==> src/rtl/uart_pkg.sv <==
// Shared UART definitions: receiver FSM states, default bit timing and
// counter widths used by both the transmitter and the receiver.
package uart_pkg;

    // Clocks per bit; matches the transmitter's 0xA2C+1 bit period.
    localparam int BAUD_CYCLES_DEFAULT = 2605;
    // Clocks from the detected start edge to the start-bit mid-sample.
    localparam int HALF_CYCLES_DEFAULT = 1302;

    localparam int BAUD_CNT_W   = 12;
    localparam int BIT_CNT_W    = 4;
    // Start + 8 data + stop samples per frame.
    localparam int FRAME_SHIFTS = 10;

    typedef enum logic {
        IDLE    = 1'b0,
        RECEIVE = 1'b1
    } uart_state_t;

endpackage

==> src/rtl/sync2.sv <==
// Two-flop synchronizer for an asynchronous input. Both stages reset to 1
// so an idle-high line never looks like a falling edge coming out of reset.
module sync2 (
    input  logic clk,
    input  logic rst_n,
    input  logic d,
    output logic q
);

    logic meta_reg;
    logic sync_reg;

    // Shift the raw input through two flops before anyone looks at it.
    always_ff @(posedge clk or negedge rst_n) begin
        if (!rst_n) begin
            meta_reg <= 1'b1;
            sync_reg <= 1'b1;
        end else begin
            meta_reg <= d;
            sync_reg <= meta_reg;
        end
    end

    assign q = sync_reg;

endmodule

==> src/rtl/uart_rx.sv <==
// UART receiver: 8 data bits, LSB first, one stop bit, no parity.
// A start is taken whenever the synchronized line is low in IDLE; each bit
// is sampled at its middle by a down-counting baud counter. rdy is sticky
// until clr_rdy or the next start, and frm_err qualifies it.
module uart_rx
    import uart_pkg::*;
#(
    parameter int BAUD_CYCLES = BAUD_CYCLES_DEFAULT,
    parameter int HALF_CYCLES = HALF_CYCLES_DEFAULT
) (
    input  logic       clk,
    input  logic       rst_n,
    input  logic       RX,
    input  logic       clr_rdy,
    output logic [7:0] rx_data,
    output logic       rdy,
    output logic       frm_err
);

    localparam logic [BAUD_CNT_W-1:0] HALF_LOAD = BAUD_CNT_W'(HALF_CYCLES);
    localparam logic [BAUD_CNT_W-1:0] BAUD_LOAD = BAUD_CNT_W'(BAUD_CYCLES - 1);
    localparam logic [BIT_CNT_W-1:0]  START_IDX = '0;
    localparam logic [BIT_CNT_W-1:0]  STOP_IDX  = BIT_CNT_W'(FRAME_SHIFTS - 1);

    logic                  rx_s;

    uart_state_t           state_reg;
    uart_state_t           state_next;
    logic [BAUD_CNT_W-1:0] baud_cnt_reg;
    logic [BAUD_CNT_W-1:0] baud_cnt_next;
    logic [BIT_CNT_W-1:0]  bit_cnt_reg;
    logic [BIT_CNT_W-1:0]  bit_cnt_next;
    logic [8:0]            rx_shft_reg;
    logic [8:0]            rx_shft_next;
    logic                  rdy_reg;
    logic                  rdy_next;
    logic                  frm_err_reg;
    logic                  frm_err_next;
    logic                  shift;

    sync2 u_sync2 (
        .clk   (clk),
        .rst_n (rst_n),
        .d     (RX),
        .q     (rx_s)
    );

    // One sample per bit: the baud counter has run out while receiving.
    assign shift = (state_reg == RECEIVE) && (baud_cnt_reg == '0);

    // State and datapath registers; everything returns to idle on reset.
    always_ff @(posedge clk or negedge rst_n) begin
        if (!rst_n) begin
            state_reg    <= IDLE;
            baud_cnt_reg <= '0;
            bit_cnt_reg  <= '0;
            rx_shft_reg  <= '0;
            rdy_reg      <= 1'b0;
            frm_err_reg  <= 1'b0;
        end else begin
            state_reg    <= state_next;
            baud_cnt_reg <= baud_cnt_next;
            bit_cnt_reg  <= bit_cnt_next;
            rx_shft_reg  <= rx_shft_next;
            rdy_reg      <= rdy_next;
            frm_err_reg  <= frm_err_next;
        end
    end

    // Next-state logic: start detection, bit timing, sampling and the
    // rdy/frm_err flags. The clear is applied first so a frame completing
    // on the same clock overrides it.
    always_comb begin
        state_next    = state_reg;
        baud_cnt_next = baud_cnt_reg;
        bit_cnt_next  = bit_cnt_reg;
        rx_shft_next  = rx_shft_reg;
        rdy_next      = rdy_reg;
        frm_err_next  = frm_err_reg;

        if (clr_rdy) begin
            rdy_next     = 1'b0;
            frm_err_next = 1'b0;
        end

        unique case (state_reg)
            IDLE: begin
                // A low line in IDLE is a start, even right after a frame
                // ends, so back-to-back frames with a single stop bit work.
                if (!rx_s) begin
                    baud_cnt_next = HALF_LOAD;
                    bit_cnt_next  = '0;
                    rdy_next      = 1'b0;
                    frm_err_next  = 1'b0;
                    state_next    = RECEIVE;
                end
            end

            RECEIVE: begin
                if (shift) begin
                    baud_cnt_next = BAUD_LOAD;
                    bit_cnt_next  = bit_cnt_reg + 1'b1;
                    rx_shft_next  = {rx_s, rx_shft_reg[8:1]};
                    if ((bit_cnt_reg == START_IDX) && rx_s) begin
                        // Line was high again at start mid-bit: glitch.
                        state_next = IDLE;
                    end else if (bit_cnt_reg == STOP_IDX) begin
                        state_next   = IDLE;
                        rdy_next     = 1'b1;
                        frm_err_next = ~rx_s;
                    end
                end else begin
                    baud_cnt_next = baud_cnt_reg - 1'b1;
                end
            end

            default: begin
                state_next = IDLE;
            end
        endcase
    end

    // After the stop bit has shifted in, the data byte sits in the low bits.
    assign rx_data = rx_shft_reg[7:0];
    assign rdy     = rdy_reg;
    assign frm_err = frm_err_reg;

endmodule

==> config.mk <==
export PLATFORM = sky130hd
export DESIGN_NAME = uart_rx
export DESIGN_NICKNAME = d
export VERILOG_FILES = /design/src/rtl/uart_pkg.sv /design/src/rtl/sync2.sv /design/src/rtl/uart_rx.sv
export SDC_FILE = /design/constraint.sdc
export NUM_CORES = 1
export LEC_CHECK = 0
export BUFFER_PORTS_ARGS = -buffer_cell sky130_fd_sc_hd__buf_2
export CAP_MARGIN = 20
export CORE_MARGIN = 2
export CORE_UTILIZATION = 50
export DETAILED_ROUTE_END_ITERATION = 8
export GPL_TIMING_DRIVEN = 0
export HOLD_SLACK_MARGIN = 0.02
export PLACE_DENSITY = 0.69
export SYNTH_ARGS = -nofsm -noshare
export SYNTH_HDL_FRONTEND = slang
export SYNTH_HIERARCHICAL = 1
export SYNTH_SLANG_ARGS = --single-unit
==> constraint.sdc <==
create_clock -name clk -period 4.2 [get_ports clk]
set_input_delay 1.05 -clock clk [delete_from_list [all_inputs] [get_ports clk]]
set_output_delay 1.05 -clock clk [all_outputs]
set_load 0.02 [all_outputs]
Word level (Yosys, flattened, before mapping) --
Index checks and enable logic that the tools add are counted.
Word-level totals: register bits after elaboration 30, bits in latches 0, memory bits (writable) 0, memory bits (read-only) 0, input bits 4, logic and storage cells 44, memories 0
Cells by class: add/subtract/negate cells 2, multiply operators 0, div/mod/pow operators 0, magnitude comparators 0, equality and inequality tests 3, shift-type cells 0, mux-type cells 23, bitwise logic cells 2, reduce and logical (&&, ||, !) cells 6
Operator list (number):
- $mux 12 | 2
- $pmux 12 s2 | 1
- $mux 1 | 14
- $logic_not 12->1 | 1
- $sub 12x1->12 const B | 1
- $mux 4 | 2
- $pmux 4 s2 | 1
- $pmux 1 s2 | 3
- $add 4x1->4 const B | 1
- $eq 4x4->1 const B | 1
- $logic_not 4->1 | 1
- $reduce_and 2->1 | 2
- $logic_and 1x1->1 | 2
- $ne 2x1->1 const B | 1
- $ne 2x2->1 const B | 1
- $not 1->1 | 2

Longest topological paths before layout --
Gate-level depths: netlist of run 1.
depth after elaboration 5, gate-level depth with buffers 8

Cells and area by module --
Netlist of run 1, hierarchy kept.
Modules (own cells, without submodules):
- uart_rx | times used 1, cells an instance 161, area each 1510.2 sq um, sequential area each 700.7 sq um
- sync2 | times used 1, cells an instance 2, area each 52.6 sq um, sequential area each 52.6 sq um

Least setup slack after synthesis of run 1 --
Ideal clock, no wire load.
path type reg2reg, from register baud_cnt_reg[4], to register frm_err_reg, in the netlist frm_err, setup time 79 ps, arrival 2039 ps, data required time 4121 ps, setup slack 2082 ps, cell stages (with the launch flop) 7, period minus slack after synthesis 2118 ps, cell sequence dfrtp_1 or4_1 buf_6 or4_4 buf_6 nor3_4 mux2i_1
On the way: cells in the longest elaborated chain, start to end 4
RTL lines:
- start: declaration | RTL line uart_rx.sv:29 | logic [BAUD_CNT_W-1:0] baud_cnt_reg;
- start signal: assignment | RTL line uart_rx.sv:62 | baud_cnt_reg <= baud_cnt_next;
- $logic_not 12->1 | RTL line uart_rx.sv:49 | assign shift = (state_reg == RECEIVE) && (baud_cnt_reg == '0);
- $logic_and 1x1->1 | RTL line uart_rx.sv:49
- $mux 1 | RTL line uart_rx.sv:100 | if (shift) begin
- $pmux 1 s2 | RTL line uart_rx.sv:86 | unique case (state_reg)
- named net frm_err_next | RTL line uart_rx.sv:38 | logic frm_err_next;
- end signal: assignment | RTL line uart_rx.sv:66 | frm_err_reg <= frm_err_next;
- end: declaration | RTL line uart_rx.sv:37 | logic frm_err_reg;
The timed path passes the listed nets, and every way through them passes these cells. A chain may end at the register's enable or synchronous reset.

Worst setup path in the final report of run 1 --
Same ends and word-level chain as after synthesis.

==> results of run 1 <==
## layer usage
layer / GRT usage [%] / wire, µm
met5: 0 / 0
met4: 9.84 / 60
met3: 4.98 / 141
met2: 30.0 / 1380
met1: 23.2 / 1350
## how the worst max path moves through the flow
stage | from | endpoint | slack (ns) | cells after the start
detailed placement | baud_cnt_reg[4]$_DFFE_PN0P_ | frm_err$_DFF_PN0_ | 1.89 | 6
CTS | baud_cnt_reg[4]$_DFFE_PN0P_ | frm_err$_DFF_PN0_ | 1.88 | 6
global placement | baud_cnt_reg[4]$_DFFE_PN0P_ | frm_err$_DFF_PN0_ | 1.97 | 6
finish | baud_cnt_reg[4]$_DFFE_PN0P_ | frm_err$_DFF_PN0_ | 1.88 | 6
global route | baud_cnt_reg[4]$_DFFE_PN0P_ | frm_err$_DFF_PN0_ | 1.78 | 6
floorplan | baud_cnt_reg[4]$_DFFE_PN0P_ | frm_err$_DFF_PN0_ | 2.08 | 6
## through the flow
step / instances / hold WS [ns] / cell area [µm²]
detailed placement: 209 / 0.349 / 1670
global placement: 209 / 0.346 / 1670
CTS: 217 / 0.362 / 1730
floorplan: 163 / 0.345 / 1560
global route: 217 / 0.364 / 1730
finish: 217 / 0.361 / 1730
## area by class of cell
class / count / area, µm² / area share, %
Tap cell: 33 / 41.3 / 2.39
Timing Repair Buffer: 13 / 65.1 / 3.76
Clock buffer: 7 / 55.1 / 3.18
Buffer: 16 / 110 / 6.37
Inverter: 6 / 22.5 / 1.30
Sequential cell: 30 / 753 / 43.6
Clock inverter: 1 / 5.00 / 0.289
Multi-Input combinational cell: 111 / 677 / 39.1
## cell usage in the layout, fill, tap and decap left out, types with 2 or more instances in the layout
| cell type | n |
|---|---|
| clkbuf_4 | 5 |
| nand2b_1 | 3 |
| buf_2 | 14 |
| o22ai_1 | 2 |
| buf_6 | 2 |
| or4_1 | 2 |
| dfrtp_1 | 28 |
| a21o_1 | 2 |
| o31ai_1 | 4 |
| ha_1 | 5 |
| nand3_1 | 5 |
| nor4_1 | 3 |
| nor3_1 | 4 |
| dfstp_2 | 2 |
| clkbuf_1 | 5 |
| o21ai_0 | 6 |
| xnor2_1 | 2 |
| nand2_1 | 36 |
| buf_4 | 9 |
| o31a_1 | 3 |
| nor2_1 | 6 |
| or3_1 | 2 |
| inv_1 | 6 |
| a21oi_1 | 7 |
| a31oi_1 | 2 |
## cells by family after synthesis
family | synth area share, %
simple gates | 23.4
compound gates | 13.6
flops | 48.2
buf+inv | 8.49
fa+ha+maj | 4.00
xor+xnor | 1.68
mux | 0.641
## power breakdown
group          switching (mW)  internal [mW]
clock network          0.0943         0.0810
registers            0.000451          0.290
logic                 0.00773        0.00228
## cells in the mapped netlist (2+ instances only)
cell	count	share of area, %
nand2_1	36	8.6
dfrtp_1	28	45
buf_4	9	4.3
a21oi_1	7	2.2
inv_1	6	1.4
nor2_1	6	1.4
o21ai_0	6	1.9
ha_1	5	4.0
nand3_1	5	1.6
clkbuf_1	4	0.96
nor3_1	4	1.3
o31ai_1	4	1.9
nand2b_1	3	1.2
nor4_1	3	1.2
o31a_1	3	1.7
a21o_1	2	0.96
a31oi_1	2	0.80
buf_6	2	1.4
dfstp_2	2	3.4
o22ai_1	2	0.80
or3_1	2	0.80
or4_1	2	0.96
xnor2_1	2	1.1
## worst register-to-register path: stages (launching register included)
cell,delay [ns]
dfrtp_1,0.45
or4_1,0.58
buf_6,0.17
or4_4,0.51
buf_6,0.15
nor3_4,0.15
mux2i_1,0.23
==> key figures, run 1 <==
Setup path
  • Setup crit end kind: register
  • CP required: between 4 and 5 ns
  • Register-to-Register Path Depth: 6
  • Worst path bufs/invs: 2
  • CP delay by family, top: simple AND/OR/NAND/NOR gates
  • Slowest stage delay, CP: about 0.58 ns
  • FF-to-FF setup slack: roughly 1.9 ns
  • RR Startpoint: baud_cnt_reg[4]$_DFFE_PN0P_
  • Crit path top cell by count: buf_6
  • Worst r2r dst: frm_err$_DFF_PN0_
  • Critical path, cell by cell: or4_1, buf_6, or4_4, buf_6, nor3_4, mux2i_1
  • CP max-delay cell: or4_1
  • Critical Path AT: between 2 and 3 ns
  • Crit path kind: register to register
  • Startpoint Class: register
  • Critical Path Fanout Max: 8

Min path
  • Worst Hold End: u_sync2/q$_DFF_PN1_
  • HP Class: register to register
  • Min-delay src: u_sync2/meta_reg$_DFF_PN1_
  • Hold depth: 0

Logic synthesis
  • Mapped Cells: approximately 160
  • Synth Area per Inst: about 9.6 µm²
  • Post-synth EDFFs: 0
  • Post-synthesis cell area: about 0.0016 mm²
  • Synth unique cells: 41
  • Ys flop type: dfrtp_1
  • FF+latch count, synth: 30
  • Ys async rst share: 100%
  • Sequential fraction of the synthesis area: about half
  • Synthesized Nets: around 170
  • Synth warnings: 6

STA
  • Slew Viols, Final: 0
  • Final Worst Setup Slack: 1.88 ns
  • Setup violators final: 0
  • RSZ-0062 raised after global routing: false
  • Skew final: approximately 0.008 ns
  • Final hold vios: 0
  • Setup TNS: 0 ns
  • Final worst path period share: a little under three fifths
  • Max Freq: about 430 MHz
  • Actual slew at the worst max-slew pin: approximately 0.65 ns
  • Period minus WS final: between 2 and 2.5 ns
  • Rel. slew slack: about 57%

GRT
  • First-pass GRT wire length: a little under 5 mm
  • Overflow left after global routing: 0
  • Initial antenna violation count: 0
  • Total track usage: a little under a fifth
  • Largest net degree at the start of global routing: 31
  • Vias in the first global route: 1048

CTS
  • Clock Path Buffers: 2
  • Clock Sinks: 30
  • CTS buffer count: 5
  • H-tree depth: 2
  • Clock root buffer: clkbuf_4
  • CTS tree: yes
  • Hold Buf Count CTS: 0
  • Clock transition at path regs: 0.09 ns
  • Clk Latency, worst-skew pair: between 0.3 and 0.4 ns
  • Number of setup buffers added after CTS: 0
  • Post-cts gate resize count: 0

Power
  • Pwr Total: roughly 0.48 mW
  • Cell Pwr Density: roughly 280 mW/mm²
  • Leakage: 0.832 nW
  • Worst vdd ir: 0.193 mV

Cells and area
  • Max FFs per register: 12
  • Area Overhead vs Synth: 10.6%
  • Filler cells: around 270
  • Util after Layout: 57.6%
  • Share of layout cells above drive strength 1: 21.7%
  • Diodes inserted: 0
  • # nets final: 192

Placement
  • Gpl congestion: 0.802
  • Port Buffers: 13
  • DP HPWL: around 2.1 mm
  • DP Worst Slack: roughly 1.9 ns

Floorplan
  • Initial Util: around 52%
  • Top Ports: 14
  • Die Y: between 50 and 60 µm
  • Horiz. Die Dim: approximately 60 µm
  • Row Count: 20
  • Total die area: about 0.0036 mm²
  • Core Area: roughly 0.0030 mm²

Drt
  • Via density: around 5.6
  • DRC viols: 0
  • DR vias: 1221
  • DRT Pass-1 Iters: 7
  • Routed WL per cell: 13.5 µm
  • DRT iter0 DRCs: 48
  • Final WL: roughly 2.9 mm
  • DRT antenna net count: 0

Job
  • Max-cap check violation count: 0

Run status
  • Status: completed
Power figures use the tool's default switching activity.
==> inputs of run 2 (changes only) <==
ABC_AREA = 1   (was not set)
clock period = 2.4 ns   (was 4.2 ns; I/O delays follow)
==> key figures, run 2 <==
Run status
  • Status: completed (unchanged)

Setup path
  • Worst r2r dst: baud_cnt_reg[10]$_DFFE_PN0P_ (was frm_err$_DFF_PN0_)
  • Critical Path AT: 1.81 ns (was 2.55 ns)
  • FF-to-FF setup slack: 0.79 ns (was 1.88 ns)
  • Register-to-Register Path Depth: 7 (was 6)
  • RR Startpoint: baud_cnt_reg[0]$_DFFE_PN0P_ (was baud_cnt_reg[4]$_DFFE_PN0P_)
  • CP required: 2.60 ns (was 4.44 ns)
  • Setup crit end kind: register (unchanged)
  • Startpoint Class: register (unchanged)
  • Crit path kind: register to register (unchanged)
  • Critical Path Fanout Max: 7 (was 8)

Min path
  • HP Class: input pin to async pin (was register to register)

Drt
  • Routed WL per cell: 11.7 µm (was 13.5 µm)
  • DRT iter0 DRCs: 69 (was 48)
  • DR vias: 1313 (was 1221)
  • DRT Pass-1 Iters: 4 (was 7)
  • Via density: 5.01 (was 5.63)
  • Final WL: 3.06 mm (was 2.93 mm)
  • DRC viols: 0 (unchanged)
  • DRT antenna net count: 0 (unchanged)

GRT
  • Largest net degree at the start of global routing: 31 (unchanged)
  • Vias in the first global route: 1284 (was 1048)
  • Total track usage: 21.0% (was 18.8%)
  • Initial antenna violation count: 0 (unchanged)
  • Overflow left after global routing: 0 (unchanged)
  • First-pass GRT wire length: 5.55 mm (was 4.95 mm)

Logic synthesis
  • Synthesized Nets: 208 (was 172)
  • FF+latch count, synth: 30 (unchanged)
  • Synth area leader: dfrtp_1 (unchanged)
  • Largest cells by area after synthesis: dfrtp_1 (44%), nand2_1 (12%), nand3_1 (5.0%) (was dfrtp_1 (45%), nand2_1 (8.6%), buf_4 (4.3%))
  • Synth Area per Inst: 8.00 µm² (was 9.59 µm²)
  • Synth unique cells: 25 (was 41)
  • Mapped Cells: 199 (was 163)
  • Ys flop type: dfrtp_1 (unchanged)
  • Synth top area share: 44.0% (was 44.8%)
  • Sequential fraction of the synthesis area: 47.3% (was 48.2%)
  • Synth warnings: 6 (unchanged)
  • Post-synthesis cell area: 0.00159 mm² (was 0.00156 mm²)
  • Synth cell count leaders: nand2_1 (53), dfrtp_1 (28), inv_1 (21) (was nand2_1 (36), dfrtp_1 (28), buf_4 (9))
  • Post-synth EDFFs: 0 (unchanged)
  • Ys async rst share: 100% (unchanged)
  • Most instantiated library cell after synthesis: nand2_1 (unchanged)

STA
  • Max Freq: 620 MHz (was 432 MHz)
  • Setup violators final: 0 (unchanged)
  • Skew final: 0.0146 ns (was 0.00799 ns)
  • Final Worst Setup Slack: 0.788 ns (was 1.88 ns)
  • Setup TNS: 0 ns (unchanged)
  • RSZ-0062 raised after global routing: false (unchanged)
  • Period minus WS final: 1.61 ns (was 2.32 ns)
  • Final hold vios: 0 (unchanged)
  • Actual slew at the worst max-slew pin: 0.656 ns (was 0.646 ns)
  • Slew Viols, Final: 0 (unchanged)
  • Rel. slew slack: 56.3% (was 57.0%)
  • Final worst path period share: 67.2% (was 55.2%)

Power
  • Pwr Total: 0.815 mW (was 0.476 mW)
  • Leakage: 0.887 nW (was 0.832 nW)
  • Worst vdd ir: 0.343 mV (was 0.193 mV)
  • Cell Pwr Density: 462 mW/mm² (was 275 mW/mm²)

Cells and area
  • Util after Layout: 57.8% (was 57.6%)
  • # nets final: 228 (was 192)
  • Diodes inserted: 0 (unchanged)
  • Share of layout cells above drive strength 1: 19.3% (was 21.7%)
  • Area Overhead vs Synth: 10.8% (was 10.6%)
  • Max FFs per register: 12 (unchanged)
  • Most common cell after layout, fill and taps aside: nand2_1 (unchanged)
  • Most frequent cells in the layout: nand2_1 (53), dfrtp_1 (28), inv_1 (21), nor2_1 (17) (was nand2_1 (36), dfrtp_1 (28), buf_2 (14), buf_4 (9), a21oi_1 (7))

CTS
  • CTS buffer count: 5 (unchanged)
  • Number of setup buffers added after CTS: 0 (unchanged)
  • Clk Latency, worst-skew pair: 0.33 ns (was 0.32 ns)
  • H-tree depth: 2 (unchanged)
  • Clock transition at path regs: 0.10 ns (was 0.09 ns)
  • Post-cts gate resize count: 0 (unchanged)
  • Clock Path Buffers: 2 (unchanged)
  • Clock root buffer: clkbuf_4 (unchanged)
  • Hold Buf Count CTS: 0 (unchanged)
  • CTS tree: yes (unchanged)
  • Clock Sinks: 30 (unchanged)

Job
  • Max-cap check violation count: 0 (unchanged)

Placement
  • DP HPWL: 2.23 mm (was 2.10 mm)
  • Gpl congestion: 0.843 (was 0.802)
  • Port Buffers: 13 (unchanged)
  • DP Worst Slack: 0.808 ns (was 1.89 ns)

Floorplan
  • Total die area: 0.00365 mm² (was 0.00359 mm²)
  • Core Area: 0.00305 mm² (was 0.00300 mm²)
  • Top Ports: 14 (unchanged)
  • Die Y: 60.4 µm (was 59.9 µm)
  • Row Count: 20 (unchanged)
  • Initial Util: 52.2% (was 52.0%)
  • Horiz. Die Dim: 60.4 µm (was 59.9 µm)
## run 2: changes by cell type in the layout (fill, tap and decap cells not counted), sizes merged, moves of 4 or more
cell,previous run,this run
a21oi,7,1
clkbuf,11,6
inv,6,23
nand2,36,54
nand3,5,16
nor2,6,23
nor3,5,1
nor4,4,0
o21ai,7,24
o31ai,4,0
## run 2: cells by family after synthesis
| logic type | after synthesis | share of synthesized area [%] |
|---|---|---|
| fa+ha+maj | 5 | 3.93 |
| buf+inv | 34 | 10.5 |
| xor+xnor | 5 | 2.75 |
| compound gates | 27 | 8.72 |
| flops | 30 | 47.3 |
| simple gates | 98 | 26.8 |
## run 2: cell type report
class | count | area (µm²)
plain buffers | 11 | 81.3
clock buffers | 6 | 51.3
fillers | 306 | 1290
inverters | 23 | 86.3
multi-input cells | 135 | 672
flip-flops and latches | 30 | 753
well taps | 44 | 55.1
repair buffers | 13 | 65.1
## run 2: worst max-delay path, cell delays in order, from the launching register on
cell     delay [ns]
dfrtp_1        0.40
inv_1          0.11
ha_1           0.18
nand2_1        0.05
nor3_1         0.20
nand2_2        0.17
nand2_1        0.25
o21ai_1        0.11
## run 2: worst max-delay path by stage
| stage | from | end | slack [ns] | depth (start not counted) |
|---|---|---|---|---|
| 5_1_grt | baud_cnt_reg[0]$_DFFE_PN0P_ | baud_cnt_reg[5]$_DFFE_PN0P_ | 0.64 | 9 |
| 4_1_cts | rx_shft_reg[1]$_DFFE_PN0P_ | rx_data[1] | 0.78 | 2 |
| 2_1_floorplan | baud_cnt_reg[0]$_DFFE_PN0P_ | state_reg$_DFF_PN0_ | 1.03 | 8 |
| 6_report | baud_cnt_reg[0]$_DFFE_PN0P_ | baud_cnt_reg[10]$_DFFE_PN0P_ | 0.79 | 7 |
| 3_5_place_dp | baud_cnt_reg[0]$_DFFE_PN0P_ | baud_cnt_reg[10]$_DFFE_PN0P_ | 0.81 | 7 |
| 3_3_place_gp | baud_cnt_reg[0]$_DFFE_PN0P_ | state_reg$_DFF_PN0_ | 0.91 | 8 |
## run 2: per-stage QoR
| step | hold slack [ns] | cells | instance area, µm² |
|---|---|---|---|
| 2_1_floorplan | 0.304 | 199 | 1590 |
| 4_1_cts | 0.315 | 262 | 1760 |
| 3_5_place_dp | 0.348 | 256 | 1710 |
| 5_1_grt | 0.338 | 262 | 1760 |
| 3_3_place_gp | 0.347 | 256 | 1710 |
| 6_report | 0.293 | 262 | 1760 |
## run 2: metal layers
metal	GRT usage, %	vias to the layer above	share of wire (%)
met3	4.69	8	4.8
li1	-	660	-
met4	11.2	0	2.2
met2	34.3	36	48
met1	25.9	609	45
met5	0	-	0
## run 2: where the power goes
part,switching [mW],leakage [nW],total [mW],internal [mW]
logic,0.0121,0.480,0.0144,0.00225
registers,0.00109,0.377,0.509,0.508
clock network,0.160,0.0302,0.291,0.132
==> inputs of run 3 (changes only) <==
clock period = 1.6 ns   (was 2.4 ns; I/O delays follow)
==> key figures, run 3 (same netlist as run 2, synthesis figures left out) <==
Floorplan
  • Horiz. Die Dim: 60.4 µm (unchanged)
  • Initial Util: 52.2% (unchanged)
  • Die Y: 60.4 µm (unchanged)
  • Total die area: 0.00365 mm² (unchanged)
  • Top Ports: 14 (unchanged)
  • Core Area: 0.00305 mm² (unchanged)
  • Row Count: 20 (unchanged)

Cells and area
  • Seq. cell area: 753 µm² (unchanged)
  • Most frequent cells in the layout: nand2_1 (52), dfrtp_1 (28), inv_1 (20) (was nand2_1 (53), dfrtp_1 (28), inv_1 (21), nor2_1 (17))
  • Most common cell after layout, fill and taps aside: nand2_1 (unchanged)
  • Area Overhead vs Synth: 12.5% (was 10.8%)
  • Share of layout cells above drive strength 1: 21.8% (was 19.3%)
  • Max FFs per register: 12 (unchanged)
  • Diodes inserted: 0 (unchanged)
  • Final instance area: 0.00179 mm² (was 0.00176 mm²)
  • Final Non-Filler Cells: 264 (was 262)
  • Area of the multi-input gates: 682 µm² (was 672 µm²)
  • # nets final: 230 (was 228)
  • Filler cells: 304 (was 306)

Drt
  • DRT antenna net count: 0 (unchanged)
  • DRC viols: 0 (unchanged)
  • DRT iter0 DRCs: 55 (was 69)
  • Routed WL per cell: 11.7 µm (about the same)
  • DR vias: 1325 (was 1313)
  • Final WL: 3.09 mm (was 3.06 mm)
  • Via density: 5.02 (was 5.01)
  • DRT Pass-1 Iters: 6 (was 4)

GRT
  • First-pass GRT wire length: 5.55 mm (about the same)
  • Initial antenna violation count: 0 (unchanged)
  • Largest net degree at the start of global routing: 31 (unchanged)
  • Vias in the first global route: 1285 (was 1284)
  • Overflow left after global routing: 0 (unchanged)
  • Total track usage: 21.0% (about the same)

Min path
  • HP Class: input pin to async pin (unchanged)

CTS
  • Clock Sinks: 30 (unchanged)
  • CTS buffer count: 5 (unchanged)
  • Clk Latency, worst-skew pair: 0.33 ns (about the same)
  • H-tree depth: 2 (unchanged)
  • Clock transition at path regs: 0.10 ns (about the same)
  • CTS tree: yes (unchanged)
  • Clock root buffer: clkbuf_4 (unchanged)
  • Clock Path Buffers: 2 (unchanged)

Setup path
  • Critical Path AT: 1.73 ns (was 1.81 ns)
  • Crit path kind: register to register (unchanged)
  • Register-to-Register Path Depth: 8 (was 7)
  • Worst r2r dst: state_reg$_DFF_PN0_ (was baud_cnt_reg[10]$_DFFE_PN0P_)
  • CP Launch Point: baud_cnt_reg[0]$_DFFE_PN0P_ (unchanged)
  • FF-to-FF setup slack: 0.1 ns (was 0.79 ns)
  • Critical Path Fanout Max: 6 (was 7)
  • Setup crit end kind: register (unchanged)
  • Startpoint Class: register (unchanged)
  • RR Startpoint: baud_cnt_reg[0]$_DFFE_PN0P_ (unchanged)
  • CP required: 1.82 ns (was 2.60 ns)
  • CP endpoint: state_reg$_DFF_PN0_ (was baud_cnt_reg[10]$_DFFE_PN0P_)

STA
  • Setup violators final: 0 (unchanged)
  • Actual slew at the worst max-slew pin: 0.649 ns (was 0.656 ns)
  • Final worst path period share: 94.0% (was 67.2%)
  • Setup TNS: 0 ns (unchanged)
  • Period minus WS final: 1.50 ns (was 1.61 ns)
  • Rel. slew slack: 56.7% (was 56.3%)
  • Final hold vios: 0 (unchanged)
  • Max Freq: 665 MHz (was 620 MHz)
  • Skew final: 0.0149 ns (was 0.0146 ns)
  • RSZ-0062 raised after global routing: true (was false)
  • Slew Viols, Final: 0 (unchanged)

Placement
  • DP Area: 0.00171 mm² (unchanged)
  • Gpl congestion: 0.843 (unchanged)
  • Placed instance count: 256 (unchanged)
  • DP HPWL: 2.23 mm (unchanged)
  • Port Buffers: 13 (unchanged)

Run status
  • Status: completed (unchanged)

Power
  • Pwr Total: 1.22 mW (was 0.815 mW)
  • Cell Pwr Density: 682 mW/mm² (was 462 mW/mm²)
  • Leakage: 0.896 nW (was 0.887 nW)
  • Worst vdd ir: 0.515 mV (was 0.343 mV)

Job
  • Max-cap check violation count: 0 (unchanged)
==> run 3: cell count changes in the layout (fill, tap and decap cells not counted) <==
cell     change
buf_4        +3
buf_2        -1
inv_1        -1
inv_2        +1
nand2_1      -1
nand2_2      +1
nor2_1       -1
nor2_2       +1
nor3_1       -1
nor3_2       +1
==> run 3: worst min path at each step <==
| stage | end | cells past startpoint |
|---|---|---|
| floorplan | baud_cnt_reg[0]$_DFFE_PN0P_ | 0 |
| global placement | u_sync2/q$_DFF_PN1_ | 0 |
| detailed placement | u_sync2/q$_DFF_PN1_ | 0 |
| CTS | rdy$_DFF_PN0_ | 1 |
| global route | u_sync2/meta_reg$_DFF_PN1_ | 1 |
| finish | baud_cnt_reg[7]$_DFFE_PN0P_ | 1 |
==> run 3: metrics by stage <==
stage | hold slack [ns] | utilization, % | setup slack [ns]
floorplan | 0.104 | - | 0.226
global route | 0.138 | 58.7 | -0.00757
CTS | 0.115 | 58.0 | 0.00650
global placement | 0.347 | 56.1 | 0.110
finish | 0.0900 | 58.7 | 0.0957
detailed placement | 0.348 | 56.1 | 0.00766
==> run 3: where the power goes <==
group          internal [mW]  switching (mW)
logic                0.00338          0.0183
clock network          0.198           0.238
registers              0.762         0.00166
total                  0.963           0.258
==> run 3: per-layer routing <==
metal,GRT usage (%),routed length [µm]
met5,0,0
met4,11.2,82
met3,4.69,129
met2,34.3,1480
met1,26.1,1400
==> run 3: worst max-delay path, cell delays in order (launching register included) <==
cell     delay [ns]
dfrtp_1        0.41
inv_2          0.08
ha_1           0.16
nand2_1        0.06
nor3_2         0.14
nand2_2        0.15
or2_1          0.26
nand3_1        0.07
inv_1          0.04
==> run 3: cell type report <==
cell class,instances,area share [%]
Sequential cell,30,42.0
Timing Repair Buffer,15,4.47
Multi-Input combinational cell,135,38.1
Inverter,23,4.82
Clock buffer,6,2.86
Buffer,11,4.68
Tap cell,44,3.07
==> run 3: repair_timing <==
action                                  4_1_cts  5_1_grt
resized for setup                             0        6
setup buffers                                 1        1
hold buffers                                  0        0
endpoints found under the setup margin        7       26
pin swaps                                     1        1
